File: src/rtl/alb_mss_mem_ibp_rsp_buf_pkg.sv
// Shared constants for the IBP response buffer.
// Covers the default data width, the FIFO entry widths and the bit positions of each entry field.
package alb_mss_mem_ibp_rsp_buf_pkg;

  localparam int D_W = 32;

  // Read entry layout, LSB first: excl_ok, err_rd, last, data.
  localparam int RD_EXCL_BIT = 0;
  localparam int RD_ERR_BIT  = 1;
  localparam int RD_LAST_BIT = 2;
  localparam int RD_DATA_LSB = 3;
  localparam int RD_ENT_W    = D_W + RD_DATA_LSB;

  // Write-response entry layout: {excl_done, err_wr}.
  localparam int WR_ERR_BIT  = 0;
  localparam int WR_EXCL_BIT = 1;
  localparam int WR_ENT_W    = 2;

endpackage

File: src/rtl/alb_mss_mem_rsp_fifo.sv
// Small valid/accept FIFO with wrap-bit pointers and no bypass path.
// The head data reads as zero while the FIFO is empty.
module alb_mss_mem_rsp_fifo #(
  parameter int WIDTH = 8,
  parameter int DEPTH = 2
) (
  input  logic             clk,
  input  logic             rst_b,
  input  logic             in_valid,
  output logic             in_accept,
  input  logic [WIDTH-1:0] in_data,
  output logic             out_valid,
  input  logic             out_accept,
  output logic [WIDTH-1:0] out_data
);

  localparam int AW = $clog2(DEPTH);

  logic [WIDTH-1:0] mem [DEPTH];
  logic [AW:0]      wr_ptr;
  logic [AW:0]      rd_ptr;
  logic             full;
  logic             empty;
  logic             push;
  logic             pop;

  assign empty = (wr_ptr == rd_ptr);
  assign full  = (wr_ptr[AW] != rd_ptr[AW]) && (wr_ptr[AW-1:0] == rd_ptr[AW-1:0]);

  assign in_accept = !full;
  assign out_valid = !empty;
  assign push      = in_valid && !full;
  assign pop       = out_accept && !empty;
  assign out_data  = empty ? '0 : mem[rd_ptr[AW-1:0]];

  always_ff @(posedge clk or negedge rst_b) begin
    if (!rst_b) begin
      wr_ptr <= '0;
      rd_ptr <= '0;
    end else begin
      if (push) wr_ptr <= wr_ptr + 1'b1;
      if (pop)  rd_ptr <= rd_ptr + 1'b1;
    end
  end

  // Storage needs no reset: contents are masked until pointers say otherwise.
  always_ff @(posedge clk) begin
    if (push) mem[wr_ptr[AW-1:0]] <= in_data;
  end

endmodule

File: src/rtl/alb_mss_mem_ibp_rsp_buf.sv
// Registered IBP read-data and write-response path (target to initiator).
// Tracks outstanding commands so that unsolicited responses are refused and flagged.
module alb_mss_mem_ibp_rsp_buf
  import alb_mss_mem_ibp_rsp_buf_pkg::*;
#(
  parameter int d_w       = D_W,
  parameter int BUF_DEPTH = 2,
  parameter int OUTST_W   = 4
) (
  input  logic           clk,
  input  logic           rst_b,
  input  logic           mon_cmd_valid,
  input  logic           mon_cmd_accept,
  input  logic           mon_cmd_read,
  input  logic           o_ibp_rd_valid,
  output logic           o_ibp_rd_accept,
  input  logic [d_w-1:0] o_ibp_rd_data,
  input  logic           o_ibp_rd_last,
  input  logic           o_ibp_err_rd,
  input  logic           o_ibp_rd_excl_ok,
  input  logic           o_ibp_wr_done,
  input  logic           o_ibp_wr_excl_done,
  input  logic           o_ibp_err_wr,
  output logic           o_ibp_wr_resp_accept,
  output logic           i_ibp_rd_valid,
  input  logic           i_ibp_rd_accept,
  output logic [d_w-1:0] i_ibp_rd_data,
  output logic           i_ibp_rd_last,
  output logic           i_ibp_err_rd,
  output logic           i_ibp_rd_excl_ok,
  output logic           i_ibp_wr_done,
  output logic           i_ibp_wr_excl_done,
  output logic           i_ibp_err_wr,
  input  logic           i_ibp_wr_resp_accept,
  output logic           outst_full,
  output logic           proto_err
);

  localparam int RD_W = d_w + RD_ENT_W - D_W;
  localparam logic [OUTST_W-1:0] CNT_MAX = {OUTST_W{1'b1}};

  logic [OUTST_W-1:0] rd_cnt, rd_cnt_nxt;
  logic [OUTST_W-1:0] wr_cnt, wr_cnt_nxt;
  logic rd_cmd, wr_cmd, rd_ovf, wr_ovf;
  logic rd_not_full, wr_not_full;
  logic rd_push, wr_push, rd_dec;
  logic rd_unsol, wr_unsol;
  logic [RD_W-1:0]     rd_in, rd_out;
  logic [WR_ENT_W-1:0] wr_in, wr_out;

  assign rd_cmd = mon_cmd_valid && mon_cmd_accept && mon_cmd_read;
  assign wr_cmd = mon_cmd_valid && mon_cmd_accept && !mon_cmd_read;

  // A response is only taken when its command is outstanding or passing right now.
  assign o_ibp_rd_accept      = rd_not_full && ((rd_cnt != '0) || rd_cmd);
  assign o_ibp_wr_resp_accept = wr_not_full && ((wr_cnt != '0) || wr_cmd);

  assign rd_push = o_ibp_rd_valid && o_ibp_rd_accept;
  assign wr_push = o_ibp_wr_done && o_ibp_wr_resp_accept;
  assign rd_dec  = rd_push && o_ibp_rd_last;

  assign rd_in = {o_ibp_rd_data, o_ibp_rd_last, o_ibp_err_rd, o_ibp_rd_excl_ok};
  assign wr_in = {o_ibp_wr_excl_done, o_ibp_err_wr};

  alb_mss_mem_rsp_fifo #(.WIDTH(RD_W), .DEPTH(BUF_DEPTH)) u_rd_fifo (
    .clk        (clk),
    .rst_b      (rst_b),
    .in_valid   (rd_push),
    .in_accept  (rd_not_full),
    .in_data    (rd_in),
    .out_valid  (i_ibp_rd_valid),
    .out_accept (i_ibp_rd_accept),
    .out_data   (rd_out)
  );

  alb_mss_mem_rsp_fifo #(.WIDTH(WR_ENT_W), .DEPTH(BUF_DEPTH)) u_wr_fifo (
    .clk        (clk),
    .rst_b      (rst_b),
    .in_valid   (wr_push),
    .in_accept  (wr_not_full),
    .in_data    (wr_in),
    .out_valid  (i_ibp_wr_done),
    .out_accept (i_ibp_wr_resp_accept),
    .out_data   (wr_out)
  );

  assign i_ibp_rd_data      = rd_out[RD_W-1:RD_DATA_LSB];
  assign i_ibp_rd_last      = rd_out[RD_LAST_BIT];
  assign i_ibp_err_rd       = rd_out[RD_ERR_BIT];
  assign i_ibp_rd_excl_ok   = rd_out[RD_EXCL_BIT];
  assign i_ibp_wr_excl_done = wr_out[WR_EXCL_BIT];
  assign i_ibp_err_wr       = wr_out[WR_ERR_BIT];

  always_comb begin
    rd_cnt_nxt = rd_cnt;
    wr_cnt_nxt = wr_cnt;
    rd_ovf     = 1'b0;
    wr_ovf     = 1'b0;
    if (rd_cmd && !rd_dec) begin
      if (rd_cnt == CNT_MAX) rd_ovf = 1'b1;
      else                   rd_cnt_nxt = rd_cnt + 1'b1;
    end else if (!rd_cmd && rd_dec) begin
      rd_cnt_nxt = rd_cnt - 1'b1;
    end
    if (wr_cmd && !wr_push) begin
      if (wr_cnt == CNT_MAX) wr_ovf = 1'b1;
      else                   wr_cnt_nxt = wr_cnt + 1'b1;
    end else if (!wr_cmd && wr_push) begin
      wr_cnt_nxt = wr_cnt - 1'b1;
    end
  end

  assign rd_unsol   = o_ibp_rd_valid && (rd_cnt == '0) && !rd_cmd;
  assign wr_unsol   = o_ibp_wr_done && (wr_cnt == '0) && !wr_cmd;
  assign outst_full = (rd_cnt == CNT_MAX) || (wr_cnt == CNT_MAX);

  always_ff @(posedge clk or negedge rst_b) begin
    if (!rst_b) begin
      rd_cnt    <= '0;
      wr_cnt    <= '0;
      proto_err <= 1'b0;
    end else begin
      rd_cnt <= rd_cnt_nxt;
      wr_cnt <= wr_cnt_nxt;
      if (rd_unsol || wr_unsol || rd_ovf || wr_ovf) proto_err <= 1'b1;
    end
  end

endmodule
File: config.mk
export PLATFORM = sky130hd
export DESIGN_NAME = alb_mss_mem_ibp_rsp_buf
export DESIGN_NICKNAME = d
export VERILOG_FILES = /design/src/rtl/alb_mss_mem_ibp_rsp_buf_pkg.sv /design/src/rtl/alb_mss_mem_rsp_fifo.sv /design/src/rtl/alb_mss_mem_ibp_rsp_buf.sv
export SDC_FILE = /design/constraint.sdc
export NUM_CORES = 1
export LEC_CHECK = 0
export ABC_AREA = 1
export BUFFER_PORTS_ARGS = -buffer_cell sky130_fd_sc_hd__buf_2
export CORE_MARGIN = 3
export CORE_UTILIZATION = 48
export DETAILED_ROUTE_END_ITERATION = 8
export PLACE_DENSITY = 0.75
export SLEW_MARGIN = 30
export SYNTH_ARGS = -nofsm -noshare
export SYNTH_HDL_FRONTEND = slang
export SYNTH_SLANG_ARGS = --single-unit
File: constraint.sdc
create_clock -name clk -period 2.5 [get_ports clk]
set_input_delay 0.75 -clock clk [delete_from_list [all_inputs] [get_ports clk]]
set_output_delay 0.75 -clock clk [all_outputs]
set_load 0.02 [all_outputs]
==> results.json <==
{
  "syn_inst": 339,
  "post_synth_top_cells": "sky130_fd_sc_hd__nand2_1, sky130_fd_sc_hd__edfxtp_1, sky130_fd_sc_hd__a21oi_1",
  "detail_route.wl_per_cell_um": 14.5,
  "numCtsBuffers": 9,
  "synth-edff-count": 74,
  "synth_sequential_area_ratio_pct": 68.2,
  "htree_levels": 3,
  "ant_nets": 0,
  "core.rowCount": 32,
  "route.detailed.vias_per_inst": 5.11,
  "gpl_congestion": 0.788,
  "crit_chain": "inv_2 > buf_6 > nand2_1 > a21oi_2 > buf_2",
  "tightestPinTransition_ns": 0.391,
  "setup_slack_ns": 0.121,
  "clockBufferDepth": 2,
  "synth_top_cell_by_area": "sky130_fd_sc_hd__edfxtp_1",
  "n_antenna_cell": 0,
  "final_layout_size_suffix_gt1_share_pct": 31.5,
  "grt_pass1_vias": 2774,
  "critPathArrivalTime_ns": 1.63,
  "async_flop_share_pct": 18.7,
  "tritoncts": "yes",
  "floorplan.initialDensity_pct": 49.7,
  "layout_stage_area_growth_over_the_synthesis_result_pct": 22.3,
  "finish.net_count": 491,
  "post-layout-total-power_uw": 6620,
  "pre_cts_ws_ns": -0.0693,
  "ios": 89,
  "dpl_wire_length_um": 5400,
  "period_minus_slack_ns": 2.38,
  "core_um2": 7810,
  "route.vias.total": 2789,
  "grt-ovfl-total": 0,
  "max_cap_viol_count": 0,
  "synth.avg_cell_area_um2": 11.5,
  "synth.lib_cells_used.distinct": 27,
  "final-setup-viol-count": 0,
  "status": "complete, no violations",
  "cpPeakStageDelay_ns": 0.47,
  "synth-seq-cells": 91,
  "finalCritPeriodShare_pct": 95.2,
  "synth_warnings": 0,
  "vdd_drop_max_mv": 0.744,
  "ctsHoldBuffers": 0,
  "synth_top_area_share_pct": 57.2,
  "yosysMostFrequentCell": "sky130_fd_sc_hd__nand2_1",
  "final-seq-area_um2": 2650,
  "antenna_found_initial": 0,
  "path_max_fanout": 36,
  "die_w_um": 95.9,
  "postRouteWirelength_um": 7900,
  "drcViolationCount": 0,
  "worst_setup_path_start_kind": "register",
  "timing.max_slew.rel_slack_pct": 73.9,
  "final-max-slew-violation-count": 0,
  "clk-insertion-delay-late_ns": 0.35,
  "cts_root_buf": "sky130_fd_sc_hd__clkbuf_8",
  "mappedNetlistNets": 391,
  "drtIter0Drc": 82,
  "power.static_leakage_uw": 0.00206,
  "kind_of_path_behind_the_tightest_hold_check": "in2async",
  "global_route.usage.total_pct": 18.1,
  "pin_count_of_the_biggest_net_entering_global_routing": 37,
  "synth_area_leaders": "sky130_fd_sc_hd__edfxtp_1, sky130_fd_sc_hd__dfrtp_1, sky130_fd_sc_hd__nand2_1",
  "rsz0062_at_grt": "no",
  "multiInputGateArea_um2": 1130,
  "worst_setup_path_end_kind": "output pin",
  "max_clock_freq_mhz": 420,
  "timing_hold_violations_final": 0,
  "worst-endpoint-required_ns": 1.75,
  "timing.critical_path.slowest_stage_cell": "sky130_fd_sc_hd__dfrtp_2",
  "setup.worst_path.class": "reg2out",
  "clk_transition_reported_paths_ns": 0.09,
  "clock-sinks": 91,
  "fin_worst_skew_ns": 0.0105,
  "synth_ff_type": "sky130_fd_sc_hd__edfxtp_1",
  "dieArea_um2": 9200,
  "syn_area_um2": 3880,
  "drt_pre_antenna_iters": 4,
  "port_buffers": 88,
  "power.density_nw_per_um2": 1400,
  "number_of_filler_cells_placed_in_the_layout": 649,
  "die_height_um": 95.9,
  "grt_pass1_wl_um": 12800
}
==> logic make-up (layout without fill, tap and decap cells) <==
| group | count (synthesis) | count (layout) | share of synthesized area, % |
|---|---|---|---|
| fa+ha+maj | 6 | 6 | 2.32 |
| buf+inv | 35 | 140 | 3.67 |
| simple gates | 151 | 151 | 17.1 |
| xor+xnor | 10 | 10 | 2.45 |
| compound gates | 46 | 46 | 6.28 |
| flops | 91 | 91 | 68.2 |
==> power breakdown <==
| group | total [µW] | internal, µW | leakage [µW] | switching, µW |
|---|---|---|---|---|
| sequential | 2440 | 2180 | 0.000881 | 260 |
| combinational | 3220 | 1050 | 0.00109 | 2160 |
| clock | 967 | 463 | 0.0000901 | 504 |
==> stage by stage <==
stage	setup TNS [ns]	utilization, %	area, µm²	hold slack, ns	instances
3_5_place_dp	-0.0991	57.8	4510	0.487	530
5_1_grt	0	60.8	4750	0.319	546
4_1_cts	0	60.5	4720	0.303	546
3_3_place_gp	0	57.8	4510	0.479	530
6_report	0	60.8	4750	0.305	546
2_1_floorplan	0	-	3900	0.454	339
==> metal layers <==
| layer | track usage [%] | vias to the layer above | share of wire, % |
|---|---|---|---|
| met3 | 3.91 | 12 | 6.0 |
| met2 | 30.5 | 94 | 49 |
| met4 | 7.46 | 0 | 1.5 |
| met1 | 22.7 | 1334 | 43 |
| met5 | 0 | - | 0 |
| li1 | - | 1349 | - |
==> registers in the layout, summed over array words and instances, names as in the netlist <==
register          count
u_rd_fifo.rd_ptr      2
u_wr_fifo.rd_ptr      2
u_rd_fifo.wr_ptr      2
proto_err             1
rd_cnt                4
u_rd_fifo.mem        70
wr_cnt                4
u_wr_fifo.mem         4
u_wr_fifo.wr_ptr      2
==> worst max-delay path, delay by kind of cell, from the launching register on <==
| kind | cells | cell delay (ns) |
|---|---|---|
| buffers and inverters | 3 | 0.52 |
| DFF | 1 | 0.47 |
| AOI/OAI and AO/OA | 1 | 0.16 |
| and+or+nand+nor | 1 | 0.11 |
==> worst paths after layout <==
path | start | end | slack (ns) | cells after the start
worst max-delay path | u_rd_fifo.rd_ptr[0]$_DFFE_PN0P_ | i_ibp_rd_data[31] | 0.12 | 5
worst min-delay path | rst_b | wr_cnt[2]$_DFFE_PN0P_ | 0.31 | 1
worst max register to register | u_rd_fifo.wr_ptr[0]$_DFFE_PN0P_ | rd_cnt[3]$_DFFE_PN0P_ | 0.26 | 17
worst min register to register | u_wr_fifo.wr_ptr[1]$_DFFE_PN0P_ | u_wr_fifo.wr_ptr[1]$_DFFE_PN0P_ | 0.51 | 1
max in group asynchronous | rst_b | u_rd_fifo.wr_ptr[0]$_DFFE_PN0P_ | 1.88 | 1
min in group clk | u_wr_fifo.wr_ptr[1]$_DFFE_PN0P_ | u_wr_fifo.wr_ptr[1]$_DFFE_PN0P_ | 0.51 | 1
==> what timing repair did <==
item                       in CTS  in global routing
setup endpoints to repair      35                 36
resized for setup               5                  9
hold endpoints to repair        0                  0
setup buffers                   0                  0
pin swaps                       0                  0
==> placed cells by master, fill, tap and decap left out, drive strengths merged <==
master / instances
xor2: 9
edfxtp: 74
a21boi: 2
bufinv: 1
a211oi: 1
fa: 2
nor2: 16
ha: 4
a21o: 1
a21oi: 40
clkbuf: 10
clkinvlp: 2
clkinv: 3
o211ai: 1
xnor2: 1
dfrtp: 17
nand3: 17
nand4: 6
nand2: 112
inv: 25
buf: 99
a31oi: 1
==> area by class of cell <==
cell class | count | area share (%)
clock buffer | 10 | 2.69
clock inverter | 6 | 1.40
inverter | 25 | 2.13
multi-input combinational | 213 | 23.8
sequential | 91 | 55.8
tap | 102 | 2.69
timing repair buffer | 99 | 11.5
(Power assumes the default switching activity.)
